[src/rtl/mem_arbiter.sv]
// ============================================================================
// mem_arbiter : shares one single-port RAM between instruction fetch and data
// Rev 1.0
// ============================================================================
`default_nettype none

module mem_arbiter #(
    parameter int MAX_DSTREAK = 4,
    parameter int TIMEOUT     = 64
) (
    input  logic        CLK,
    input  logic        RST,
    input  logic        halt,
    input  logic        iREN,
    input  logic [31:0] iaddr,
    output logic        ihit,
    output logic [31:0] iload,
    input  logic        dREN,
    input  logic        dWEN,
    input  logic [31:0] daddr,
    input  logic [31:0] dstore,
    output logic        dhit,
    output logic [31:0] dload,
    output logic        ramREN,
    output logic        ramWEN,
    output logic [31:0] ramaddr,
    output logic [31:0] ramstore,
    input  logic [31:0] ramload,
    input  logic        ram_ready,
    output logic        err
);

    localparam int SW = $clog2(MAX_DSTREAK + 1);
    localparam int TW = $clog2(TIMEOUT);
    localparam logic [SW-1:0] C_SMAX  = SW'(MAX_DSTREAK);
    localparam logic [TW-1:0] C_TLAST = TW'(TIMEOUT - 1);

    typedef enum logic [1:0] {
        IDLE = 2'd0,
        IACC = 2'd1,
        DRD  = 2'd2,
        DWR  = 2'd3
    } state_t;

    state_t      state_q, state_d;
    logic [SW-1:0] streak_q, streak_d;
    logic [TW-1:0] tmo_q, tmo_d;
    logic [31:0] addr_q, addr_d;
    logic [31:0] store_q, store_d;

    logic ipend, dreq, force_i, active, tmo_hit;

    assign ipend   = iREN & ~halt;
    assign dreq    = dREN | dWEN;
    assign force_i = ipend && (streak_q == C_SMAX);
    assign active  = (state_q != IDLE);
    assign tmo_hit = (tmo_q == C_TLAST);

    always_ff @(posedge CLK) begin
        if (RST) begin
            state_q  <= IDLE;
            streak_q <= '0;
            tmo_q    <= '0;
            addr_q   <= '0;
            store_q  <= '0;
        end else begin
            state_q  <= state_d;
            streak_q <= streak_d;
            tmo_q    <= tmo_d;
            addr_q   <= addr_d;
            store_q  <= store_d;
        end
    end

    always_comb begin
        state_d  = state_q;
        streak_d = streak_q;
        tmo_d    = tmo_q;
        addr_d   = addr_q;
        store_d  = store_q;
        if (!ipend) streak_d = '0;
        unique case (state_q)
            IDLE: begin
                if (dreq && !force_i) begin
                    state_d = dWEN ? DWR : DRD;
                    addr_d  = daddr;
                    if (dWEN) store_d = dstore;
                    tmo_d   = '0;
                    // force_i is false here, so streak is below the limit when ipend
                    if (ipend) streak_d = streak_q + 1'b1;
                end else if (ipend) begin
                    state_d  = IACC;
                    addr_d   = iaddr;
                    tmo_d    = '0;
                    streak_d = '0;
                end
            end
            default: begin
                if (ram_ready || tmo_hit) state_d = IDLE;
                else                      tmo_d   = tmo_q + 1'b1;
            end
        endcase
    end

    assign ramREN   = (state_q == IACC) || (state_q == DRD);
    assign ramWEN   = (state_q == DWR);
    assign ramaddr  = active ? addr_q : '0;
    assign ramstore = (state_q == DWR) ? store_q : '0;
    assign ihit     = (state_q == IACC) && ram_ready;
    assign dhit     = ((state_q == DRD) || (state_q == DWR)) && ram_ready;
    assign iload    = ihit ? ramload : '0;
    assign dload    = ((state_q == DRD) && ram_ready) ? ramload : '0;
    assign err      = active && !ram_ready && tmo_hit;

endmodule

`default_nettype wire

[config.mk]
export PLATFORM = sky130hd
export DESIGN_NAME = mem_arbiter
export DESIGN_NICKNAME = d
export VERILOG_FILES = /design/src/rtl/mem_arbiter.sv
export SDC_FILE = /design/constraint.sdc
export NUM_CORES = 1
export LEC_CHECK = 0
export ABC_AREA = 1
export CORE_MARGIN = 1.5
export CORE_UTILIZATION = 35
export DETAILED_ROUTE_END_ITERATION = 8
export PLACE_DENSITY = 0.79
export RECOVER_POWER = 50
export SYNTH_ARGS = -nofsm -noshare
export SYNTH_HDL_FRONTEND = slang
export SYNTH_SLANG_ARGS = --single-unit
[constraint.sdc]
create_clock -name CLK -period 1.55 [get_ports CLK]
set_input_delay 0.31 -clock CLK [delete_from_list [all_inputs] [get_ports CLK]]
set_output_delay 0.31 -clock CLK [all_outputs]
set_load 0.03 [all_outputs]
**Word-level counts from Yosys, hierarchy flattened**

Index checks and enable logic that the tools add are counted.

- Input bits: 135
- Output and inout port bits: 133
- Word-level logic and storage cells: 57
- Flip-flop bits (word level): 75

- Bitwise operators: 3
- Reduce and logical (&&, ||, !) cells: 20
- Multiplexer cells: 20
- Add/subtract/negate cells: 2
- Equality and inequality tests: 7

Operators by type and width:

| operator | count |
|---|---|
| $mux 32 | 6 |
| $mux 6 | 4 |
| $mux 3 | 5 |
| $mux 2 | 4 |
| $logic_and 1x1->1 | 7 |
| $add 6x1->6 const B | 1 |
| $eq 6x6->1 const B | 1 |
| $reduce_and 2->1 | 3 |
| $reduce_bool 2->1 | 3 |
| $eq 2x2->1 const B | 2 |
| $add 3x1->3 const B | 1 |
| $eq 3x3->1 const B | 1 |
| $logic_or 1x1->1 | 3 |
| $ne 3x3->1 const B | 1 |
| $reduce_and 3->1 | 1 |
| $eq 2x1->1 const B | 1 |
| $logic_not 1->1 | 2 |
| $logic_not 2->1 | 1 |
| $ne 2x1->1 const B | 1 |
| $and 1x1->1 | 1 |
| $mux 1 | 1 |
| $not 1->1 | 1 |
| $or 1x1->1 | 1 |

**Longest topological paths before layout**

- Word-level depth: 7
- Depth in mapped cells: 9
- Mapped depth without buffers: 8

**Least setup slack after synthesis**

OpenSTA, ideal clock, no wires.

- Path type: flip-flop to output port
- Start point: register state_q[0]
- End point: output port err
- Stages on the path, launching flop included: 6
- Data required time: 1.240 ns
- Arrival: 1.575 ns
- Slack: -0.335 ns
- Path buffers: 0
- Path through: dfxtp_1 -> inv_1 -> ha_1 -> nor2_1 -> inv_1 -> nor3_1

- Cells in the longest elaborated chain, start to end: 3

Ends and longest elaborated chain:

| what | RTL line | source |
|---|---|---|
| start: declaration | 45 | `state_t state_q, state_d;` |
| start signal: assignment | 67 | `state_q <= state_d;` |
| $reduce_bool 2->1 | 56 | `assign active = (state_q != IDLE);` |
| $logic_and 1x1->1 (2 in a row) | 113 | `assign err = active && !ram_ready && tmo_hit;` |
| end: declaration | 30 | `output logic err` |

Every way passes these cells.

**Worst setup path in the final report**

- Start point: register state_q[0]
- End point: output port ramstore[21]

- Cells in the longest elaborated chain, start to end: 2

Ends and longest elaborated chain:

| what | RTL line | source |
|---|---|---|
| $eq 2x2->1 | 108 | `assign ramstore = (state_q == DWR) ? store_q : '0;` |
| $mux 32 | 108 |  |
| end: declaration | 27 | `output logic [31:0] ramstore,` |

Every way passes these cells.

==> impl_metrics.tcl <==
set metrics [dict create \
    status "finished, violations left" \
    violations "setup timing" \
    start_kind "flip-flop" \
    worst_slew_pin_slew_ns 0.425 \
    setup_viol 165 \
    cp_num_cells 6 \
    ios 268 \
    powerDensity_nw_per_um2 806 \
    crit_top_cell "buf_6" \
    grt_pass1_wl_mm 25.9 \
    finalHoldWorstSlack_ns 0.511 \
    cts.sinks 75 \
    required_ns 1.24 \
    drive_above_1_share_pct 35.6 \
    yosysTopAreaCellShare_pct 33.4 \
    r2r.worst_path.cells 10 \
    slowest_delay_ns 0.34 \
    gr-total-overflow 0 \
    routed_wl_mm 19.9 \
    die_y_um 116 \
    peakVddDrop_mv 0.622 \
    design_area_um2 9510 \
    crit_type "flip-flop to output port" \
    final_nets 1224 \
    grt_usage_pct 24.8 \
    fin_crit_sh_pct 121 \
    yosysTopAreaCell "dfxtp_1" \
    grt_pass1_vias 5314 \
    placedCellCount 1218 \
    synth_area_per_cell_um2 5.70 \
    drt_iter0_drc 383 \
    clk_pin_slew_worst_paths_ns 0.06 \
    post-place-ws_ns -0.259 \
    end_kind "output port" \
    grt_start_max_net_pins 39 \
    dieWidth_um 116 \
    dieArea_um2 13500 \
    relSlewSlack_pct 71.7 \
    period_needed_ns 1.87 \
    drcViolationCount 0 \
    finalMaxSlewViolations 0 \
    ys_ff_latch 75 \
    crit_fanout 8 \
    ctsHtreeMaxLevel 3 \
    crit_end "ramstore[21]" \
    yosysSeqAreaShare_pct 33.4 \
    maxCapViolCount 0 \
    synthCells 788 \
    place_congestion 0.797 \
    cts_tree "yes" \
    core_um2 12600 \
    setup_slack_ns -0.319 \
    clockBufferDepth 2 \
    routed_via_density 4.74 \
    hpwl_mm 11.4 \
    ant_nets 0 \
    cp.arrival_ns 1.56 \
    port_buffers 267 \
    initial_utilization_pct 35.8 \
    fin_tns_setup_ns -35.63 \
    numCtsBuffers 9 \
    hp-class "flip-flop to flip-flop" \
    crit_start "state_q[0]" \
    placed_area_um2 7600 \
    clock.fmax_mhz 535 \
    r2r_end "store_q[0]" \
    first_pass_iters 4 \
    hold_viol 0 \
    synth.distinct_cells 24 \
    crit_slowest_cell "dfxtp_2" \
    post_drt_wl_per_cell_um 15.8 \
    vias 5966 \
    syn_nets 930 \
    total_leakage_power_nw 4.91 \
    nFillCells 828 \
    row_count 41 \
    cp_top_family "buffers and inverters" \
    crit_buf_inv 4 \
    cp_cell_sequence "buf_6 -> ha_4 -> clkbuf_16 -> nand2_2 -> inv_2 -> buf_6" \
    timing.rr.start "state_q[1]" \
    area_delta_synth_final_pct 112 \
    syn-cell-area_um2 4490 \
    r2r_slack_ns -0.22 \
    clock_latency_ns 0.35 \
    n_antenna_cell 0 \
    synth_warnings 0 \
    antenna_found_initial 0 \
    rsz0062_at_grt "yes" \
    finClkSkew_ns 0.0102 \
    clockRootBuffer "clkbuf_16" \
    synth_area_leaders "dfxtp_1, nand2_1, inv_1" \
    finalNonFillerCells 1259 \
]
[synth_stat cells]
cell type / number
nand4_1: 1
o21ai_0: 5
inv_1: 172
nor3_1: 1
ha_1: 7
clkinv_2: 1
dfxtp_1: 75
nand2_1: 187
nor2_1: 171
buf_2: 15
nand3_1: 74
buf_1: 3
o21ai_2: 1
buf_6: 3
nor3b_1: 1
clkbuf_1: 22
nand2_2: 1
a21boi_0: 2
a21oi_1: 40
clkinv_1: 1
nand3b_1: 1
inv_2: 1
nand4_4: 2
nor2_2: 1
[logic make-up (layout without fill, tap and decap cells)]
group | count (synthesis) | count (layout) | synth area share, %
AOI/OAI and AO/OA | 48 | 48 | 5.54
adders and majority gates | 7 | 7 | 1.95
buffers and inverters | 218 | 517 | 19.2
and+or+nand+nor | 440 | 440 | 40.0
DFF | 75 | 75 | 33.4
[layout by cell type, fill, tap and decap left out, types with 2 or more instances in the layout]
master	Yosys	final
a21boi_0	2	2
a21oi_1	40	40
buf_12	0	20
buf_16	0	8
buf_4	0	40
buf_6	3	111
clkbuf_16	0	21
clkdlybuf4s50_1	0	133
clkinv_2	1	2
clkinv_4	0	4
dfxtp_1	75	73
ha_1	7	3
ha_4	0	4
inv_1	172	136
inv_2	1	34
inv_4	0	2
nand2_1	187	145
nand2_2	1	14
nand2_4	0	27
nand2_8	0	2
nand3_1	74	71
nand3_2	0	3
nand4_4	2	2
nor2_1	171	87
nor2_2	1	22
nor2_4	0	63
o21ai_0	5	5
[cell type report]
cell class	instances	area [um^2]	area share, %
Clock buffer	9	225	2.37
Sequential cell	75	1510	15.8
Clock inverter	7	60.1	0.631
Multi-Input combinational cell	495	3000	31.6
Tap cell	172	215	2.26
Inverter	175	676	7.10
Timing Repair Buffer	326	3830	40.2
[routing by layer]
layer / routed length (um) / up-vias / GRT usage (%) / share of wire (%)
met5: 0 / - / 0 / 0
met4: 895 / 0 / 9.76 / 4.5
met3: 1590 / 74 / 7.73 / 8.0
met2: 10400 / 254 / 46.8 / 52
met1: 7090 / 2735 / 25.4 / 36
li1: - / 2903 / - / -
[stage by stage]
stage | util (%) | total power [mW]
2_1_floorplan | - | 3.76
3_3_place_gp | 60.4 | 4.76
3_5_place_dp | 60.4 | 4.80
4_1_cts | 70.2 | 7.17
5_1_grt | 75.7 | 8.03
6_report | 75.7 | 7.67
[worst min path at each step]
stage	end	startpoint	depth (start not counted)
2_1_floorplan	store_q[0]	dstore[0]	2
3_3_place_gp	streak_q[0]	streak_q[0]	2
3_5_place_dp	tmo_q[1]	tmo_q[1]	2
4_1_cts	tmo_q[1]	tmo_q[1]	2
5_1_grt	tmo_q[1]	tmo_q[1]	2
6_report	tmo_q[1]	tmo_q[1]	2
[state kept, by name (all words and copies together), names as in the netlist]
| signal | count |
|---|---|
| store_q | 32 |
| streak_q | 3 |
| tmo_q | 6 |
| addr_q | 32 |
| state_q | 2 |
[worst reg2reg max path, stage by stage (launching register included)]
cell,delay (ns)
dfxtp_4,0.37
inv_4,0.08
ha_4,0.28
buf_12,0.16
buf_6,0.10
nand4_4,0.09
buf_12,0.17
clkbuf_16,0.17
nand2_1,0.06
nand2_1,0.06
nor2_1,0.15
[power breakdown]
group	switching, mW	internal [mW]	total (mW)
sequential	0.134	2.15	2.29
combinational	1.78	1.57	3.35
clock	0.921	1.11	2.03
total	2.83	4.84	7.67
[repair_timing]
| item | in CTS | in global routing |
|---|---|---|
| endpoints found under the hold margin | 0 | 0 |
| resized for setup | 194 | 102 |
| endpoints found under the setup margin | 133 | 174 |
| hold buffers | 0 | 0 |
| pin swaps | 10 | 27 |
| buffers inserted | 3 | 2 |
| gates cloned | 8 | 12 |
No activity file was read; power rests on OpenSTA's default activity.
